## src/rtl/payload_byte_feeder.sv

```systemverilog
// Serialises 64-bit AXI-Stream payload beats into one byte per cycle for the character-class match engines.
// Latency: 9 cycles per beat, then MATCH_WAIT drain cycles before the per-packet result is sampled.
// Backpressure: tready is high only in LOAD; the result is held in REPORT until result_ready is seen.
module payload_byte_feeder #(
    parameter int C_S_AXIS_DATA_WIDTH = 64,
    parameter int NUM_ENGINES         = 32,
    parameter int MATCH_WAIT          = 2
) (
    input  logic                               axi_aclk,
    input  logic                               axi_aresetn,
    input  logic [C_S_AXIS_DATA_WIDTH-1:0]     s_axis_tdata,
    input  logic [C_S_AXIS_DATA_WIDTH/8-1:0]   s_axis_tstrb,
    input  logic                               s_axis_tvalid,
    input  logic                               s_axis_tlast,
    output logic                               s_axis_tready,
    output logic [7:0]                         char_byte,
    output logic                               char_en,
    output logic                               char_sod,
    input  logic [NUM_ENGINES-1:0]             match_in,
    output logic                               result_valid,
    input  logic                               result_ready,
    output logic [NUM_ENGINES-1:0]             result_match,
    output logic                               result_any,
    output logic [15:0]                        result_len
);

    localparam int          STRB_W    = C_S_AXIS_DATA_WIDTH / 8;
    localparam logic [3:0]  WAIT_LAST = 4'(MATCH_WAIT - 1);

    typedef enum logic [2:0] {IDLE, SOD, LOAD, SHIFT, DRAIN, REPORT} state_t;

    state_t                         state_q, state_d;
    logic [C_S_AXIS_DATA_WIDTH-1:0] data_q, data_d;
    logic [STRB_W-1:0]              strb_q, strb_d;
    logic                           last_q, last_d;
    logic [2:0]                     lane_q, lane_d, lane_nxt;
    logic [3:0]                     wait_q, wait_d;
    logic [15:0]                    cnt_q, cnt_d;
    logic [7:0]                     byte_q, byte_d;
    logic                           en_q, en_d;
    logic                           sod_q, tready_q, rvalid_q;
    logic [NUM_ENGINES-1:0]         rmatch_q, rmatch_d;
    logic                           rany_q, rany_d;
    logic [15:0]                    rlen_q, rlen_d;

    always_comb begin
        state_d  = state_q;
        data_d   = data_q;
        strb_d   = strb_q;
        last_d   = last_q;
        lane_d   = lane_q;
        lane_nxt = lane_q + 3'd1;
        wait_d   = wait_q;
        byte_d   = byte_q;
        en_d     = 1'b0;
        rmatch_d = rmatch_q;
        rany_d   = rany_q;
        rlen_d   = rlen_q;
        // Counter tracks the bytes presented in the cycle now ending.
        cnt_d    = (en_q && cnt_q != 16'hFFFF) ? cnt_q + 16'd1 : cnt_q;

        case (state_q)
            IDLE: begin
                if (s_axis_tvalid) state_d = SOD;
            end
            SOD: begin
                cnt_d   = 16'd0;
                state_d = LOAD;
            end
            LOAD: begin
                if (s_axis_tvalid && tready_q) begin
                    data_d  = s_axis_tdata;
                    strb_d  = s_axis_tstrb;
                    last_d  = s_axis_tlast;
                    lane_d  = 3'd0;
                    en_d    = s_axis_tstrb[0];
                    if (s_axis_tstrb[0]) byte_d = s_axis_tdata[7:0];
                    state_d = SHIFT;
                end
            end
            SHIFT: begin
                if (lane_q == 3'd7) begin
                    wait_d  = 4'd0;
                    state_d = last_q ? DRAIN : LOAD;
                end else begin
                    lane_d = lane_nxt;
                    en_d   = strb_q[lane_nxt];
                    if (strb_q[lane_nxt]) byte_d = data_q[{lane_nxt, 3'b000} +: 8];
                end
            end
            DRAIN: begin
                if (wait_q == WAIT_LAST) begin
                    rmatch_d = match_in;
                    rany_d   = |match_in;
                    rlen_d   = cnt_q;
                    state_d  = REPORT;
                end else begin
                    wait_d = wait_q + 4'd1;
                end
            end
            REPORT: begin
                if (result_ready) state_d = IDLE;
            end
            default: state_d = IDLE;
        endcase
    end

    always_ff @(posedge axi_aclk or negedge axi_aresetn) begin
        if (!axi_aresetn) begin
            state_q  <= IDLE;
            data_q   <= '0;
            strb_q   <= '0;
            last_q   <= 1'b0;
            lane_q   <= 3'd0;
            wait_q   <= 4'd0;
            cnt_q    <= 16'd0;
            byte_q   <= 8'd0;
            en_q     <= 1'b0;
            sod_q    <= 1'b0;
            tready_q <= 1'b0;
            rvalid_q <= 1'b0;
            rmatch_q <= '0;
            rany_q   <= 1'b0;
            rlen_q   <= 16'd0;
        end else begin
            state_q  <= state_d;
            data_q   <= data_d;
            strb_q   <= strb_d;
            last_q   <= last_d;
            lane_q   <= lane_d;
            wait_q   <= wait_d;
            cnt_q    <= cnt_d;
            byte_q   <= byte_d;
            en_q     <= en_d;
            sod_q    <= (state_d == SOD);
            tready_q <= (state_d == LOAD);
            rvalid_q <= (state_d == REPORT);
            rmatch_q <= rmatch_d;
            rany_q   <= rany_d;
            rlen_q   <= rlen_d;
        end
    end

    // Engines must be held clear for the whole reset, not just after the first edge.
    assign char_sod      = sod_q | ~axi_aresetn;
    assign char_en       = en_q;
    assign char_byte     = byte_q;
    assign s_axis_tready = tready_q;
    assign result_valid  = rvalid_q;
    assign result_match  = rmatch_q;
    assign result_any    = rany_q;
    assign result_len    = rlen_q;

endmodule

```

## config.mk

```make
export PLATFORM = sky130hd
export DESIGN_NAME = payload_byte_feeder
export DESIGN_NICKNAME = d
export VERILOG_FILES = /design/src/rtl/payload_byte_feeder.sv
export SDC_FILE = /design/constraint.sdc
export NUM_CORES = 1
export LEC_CHECK = 0
export ABC_CLOCK_PERIOD_IN_PS = 2700
export CAP_MARGIN = 0
export CORE_ASPECT_RATIO = 1.75
export CORE_MARGIN = 2
export CORE_UTILIZATION = 50
export DETAILED_ROUTE_END_ITERATION = 7
export HOLD_SLACK_MARGIN = 0.08
export PLACE_DENSITY = 0.83
export SYNTH_ARGS = -nofsm -noshare
export SYNTH_HDL_FRONTEND = slang
export SYNTH_SLANG_ARGS = --single-unit
```

## constraint.sdc

```tcl
create_clock -name axi_aclk -period 2.7 [get_ports axi_aclk]
set_input_delay 0.675 -clock axi_aclk [delete_from_list [all_inputs] [get_ports axi_aclk]]
set_output_delay 0.675 -clock axi_aclk [all_outputs]
set_load 0.01 [all_outputs]
```

==> results.tsv <==
stage	metric	value	unit
drt	Vias/cell	5.46	
floorplanning	Core Region	0.0140	mm²
worst_setup_path	most frequent cell on the critical path	ha_1	
pwr	Net Sw Frac	30.9	%
synth	leading area contributor after synthesis	dfrtp_1	
clocking	Max Root-Sink Buffers	2	
synth	average size of a mapped cell	11.9	µm²
drt	Routed WL per cell	17.7	µm
worst_setup_path	worst path required time	2990	ps
clocking	cts repair resizes	0	
pwr	PwrDens	978	mW/mm²
clocking	Clk pin slew, worst setup/hold paths	60	ps
timing	fmax	432	MHz
status	outcome	complete, no violations	
worst_setup_path	CP max-delay cell	dfrtp_1	
synth	Ys Warns	0	
timing	Hold Slack	368	ps
global_route	total track usage	23.2	%
pwr	overall power	9.37	mW
global_route	vias in the first global route	5619	
synth	Async SR Flop Fraction	100	%
worst_setup_path	CP endpoint kind	flip-flop	
timing	Final period util	85.8	%
worst_hold_path	min-delay worst type	input pin to asynchronous set/reset pin	
synth	top cells by area, synth	dfrtp_1 (56%), mux2_2 (11%), nand2_1 (8.4%)	
clocking	worst skew pair latency	420	ps
timing	fin crit period	2320	ps
clocking	CTS hold repair buffers	0	
timing	final setup vio count	0	
synth	Syn Inst Count	600	
worst_setup_path	crit-path cells	ha_1, ha_1, a2111oi_2, nor4_2, a21oi_4, mux2_4	
drt	1st-iter DRT viols	219	
finish	Layout area overhead	33.7	%
clocking	Post-CTS Setup Repair Bufs	0	
timing	Setup TNS	0	ps
job	max cap viols	0	
synth	number of synthesized flops with an enable pin	0	
timing	Max Slew Vio Count	0	
pwr	clock power share	24.9	%
global_route	largest net degree at the start of global routing	161	
synth	Post-Syn Area	0.00717	mm²
timing	Final Skew	11.8	ps
synth	Synth Net Count	715	
pwr	Peak VDD IR	654	µV
place	IO Port Bufs	169	
finish	n_diodes	0	
global_route	total grt overflow	0	
worst_setup_path	worst r2r dst	char_byte[0]$_DFFE_PN0P_	
floorplanning	row cnt	57	
drt	drt first pass iters	4	
place	GP Congestion	0.747	
finish	fraction of layout cells with a size suffix above 1	18.9	%
place	hpwl dp	12.1	mm
drt	DRC viols	0	
drt	vias	5215	
pwr	total net switching power	2.90	mW
worst_setup_path	CP startpoint kind	flip-flop	
pwr	LEAKAGE	4.14	nW
synth	Seq cells post-synth	160	
worst_setup_path	critical path class	flip-flop to flip-flop	
place	Post-DP Area	0.00900	mm²
global_route	initial antenna violation count	0	
drt	DRT antenna net count	0	
pwr	Internal	6.47	mW
worst_setup_path	Slowest Stage Delay on Critical Path	390	ps
pwr	logic gate share of total power	36.6	%
floorplanning	die height	162	µm
pwr	sequential fraction of design power	38.5	%
floorplanning	Initial Util	51.3	%
finish	post-route design area	0.00958	mm²
floorplanning	area of the die	0.0153	mm²
clocking	clk sink count	160	
worst_setup_path	CP bufs+invs	0	
synth	synth unique cells	47	
timing	worst relative slew slack	42.0	%
floorplanning	Chip Width	94.5	µm
worst_setup_path	CP delay by family, top	compound AO/OA/AOI/OAI gates	
timing	final hold vios	0	
worst_setup_path	Register-to-Register Path Depth	6	
worst_setup_path	crit-path max FO	9	
worst_setup_path	Critical Path AT	2610	ps
timing	Least-Margin Pin Slew	869	ps
worst_setup_path	Reg2Reg Setup Slack	380	ps
floorplanning	number of I/O pins	170	
synth	top cell type's share of synthesized area	55.9	%
finish	layout net count	881	
synth	most common flop cell mapped by yosys	dfrtp_1	
timing	RSZ-0062 raised after global routing	false	
drt	WL final	16.9	mm
clocking	CTS tree	done	
finish	utilization after layout	68.5	%
clocking	CTS H-tree lvls	4	
clocking	cts bufs inserted	17	
worst_setup_path	r2r startpoint	lane_q[0]$_DFFE_PN0P_	
global_route	first-pass GRT wire length	27.4	mm
clocking	cell at the root of the clock tree	clkbuf_16	
synth	register area share after synthesis	55.9	%
[cell usage in the layout (no fill, tap or decap), types with 3 or more instances in the layout]
cell               n
nand3_1            6
clkinv_4           4
nor2b_1            3
and3_1             5
nor3_1             6
ha_1               6
buf_4              7
dfrtp_1          160
mux2i_1            9
nor2_1            22
mux2_4             8
mux4_2            14
buf_12             3
mux4_1             3
xor2_1             9
o21ai_0           13
mux2_2            73
xnor2_1            7
clkdlybuf4s50_1  168
nand2_1          161
nor4_1            10
or3_1              3
o211ai_1           5
nand4_1            6
inv_1              6
clkbuf_16         17
nor3b_1            3
[final cells by class]
type | instances | area, µm²
Clock inverter | 12 | 125
Clock buffer | 20 | 457
Inverter | 6 | 22.5
Tap cell | 177 | 221
Sequential cell | 160 | 4000
Timing Repair Buffer | 179 | 1810
Multi-Input combinational cell | 402 | 2940
Fill cell | 1013 | 4400
[routing by layer]
layer,track usage (%),up-vias,part of all wire (%),routed length (µm)
met1,24.5,2568,35,5950
met5,0,-,0,0
met3,6.20,28,6.4,1080
li1,-,2409,-,-
met2,43.9,210,56,9560
met4,7.05,0,2.0,337
[sequential cells by signal, summed over array words and instances (netlist names)]
signal,cells
char_byte,8
char_en,1
cnt_q,16
data_q,64
lane_q,3
last_q,1
result_any,1
result_len,16
result_match,32
result_valid,1
s_axis_tready,1
sod_q,1
state_q,3
strb_q,8
wait_q,4
[how the worst max path moves through the flow]
stage / startpoint / endpoint / slack (ps) / cells past startpoint
after detailed placement: s_axis_tvalid / data_q[59]$_DFFE_PN0P_ / 320 / 5
after CTS: lane_q[0]$_DFFE_PN0P_ / char_byte[0]$_DFFE_PN0P_ / 360 / 6
after global routing: lane_q[0]$_DFFE_PN0P_ / char_byte[0]$_DFFE_PN0P_ / 270 / 6
after global placement: s_axis_tvalid / data_q[42]$_DFFE_PN0P_ / 350 / 5
after floorplan: lane_q[0]$_DFFE_PN0P_ / char_byte[3]$_DFFE_PN0P_ / 430 / 8
final: lane_q[0]$_DFFE_PN0P_ / char_byte[0]$_DFFE_PN0P_ / 380 / 6
[logic make-up (layout without fill, tap and decap cells)]
kind of cell | count (synthesis) | after routing | synth area share, %
muxes | 107 | 107 | 19.9
buffers and inverters | 38 | 217 | 3.21
and+or+nand+nor | 241 | 241 | 14.9
DFF | 160 | 160 | 55.9
xor gates and xnor gates | 16 | 16 | 1.96
adders and majority gates | 6 | 6 | 1.05
AOI/OAI and AO/OA | 32 | 32 | 3.11
[power by group through the flow]
stage          Clock [mW]  Combinational (mW)  Sequential [mW]
6_report             2.33                3.43             3.61
5_1_grt              2.49                3.71             3.70
4_1_cts              2.38                3.48             3.61
3_5_place_dp            0                3.44             3.62
3_3_place_gp            0                3.28             3.56
2_1_floorplan           0                2.52             3.46
[stage by stage]
| stage | setup slack, ps | std cells |
|---|---|---|
| finish | 384 | 956 |
| global route | 268 | 956 |
| CTS | 363 | 956 |
| detailed placement | 320 | 924 |
| global placement | 350 | 924 |
| floorplan | 433 | 600 |
[Yosys cell counts (all sizes together), types with 9 or more instances]
library cell  count
xor2              9
dfrtp           160
mux2i             9
mux4             17
o21ai            15
nor2             24
buf              28
nand2           162
mux2             81
nor4             11
Power figures use the tool's default switching activity.
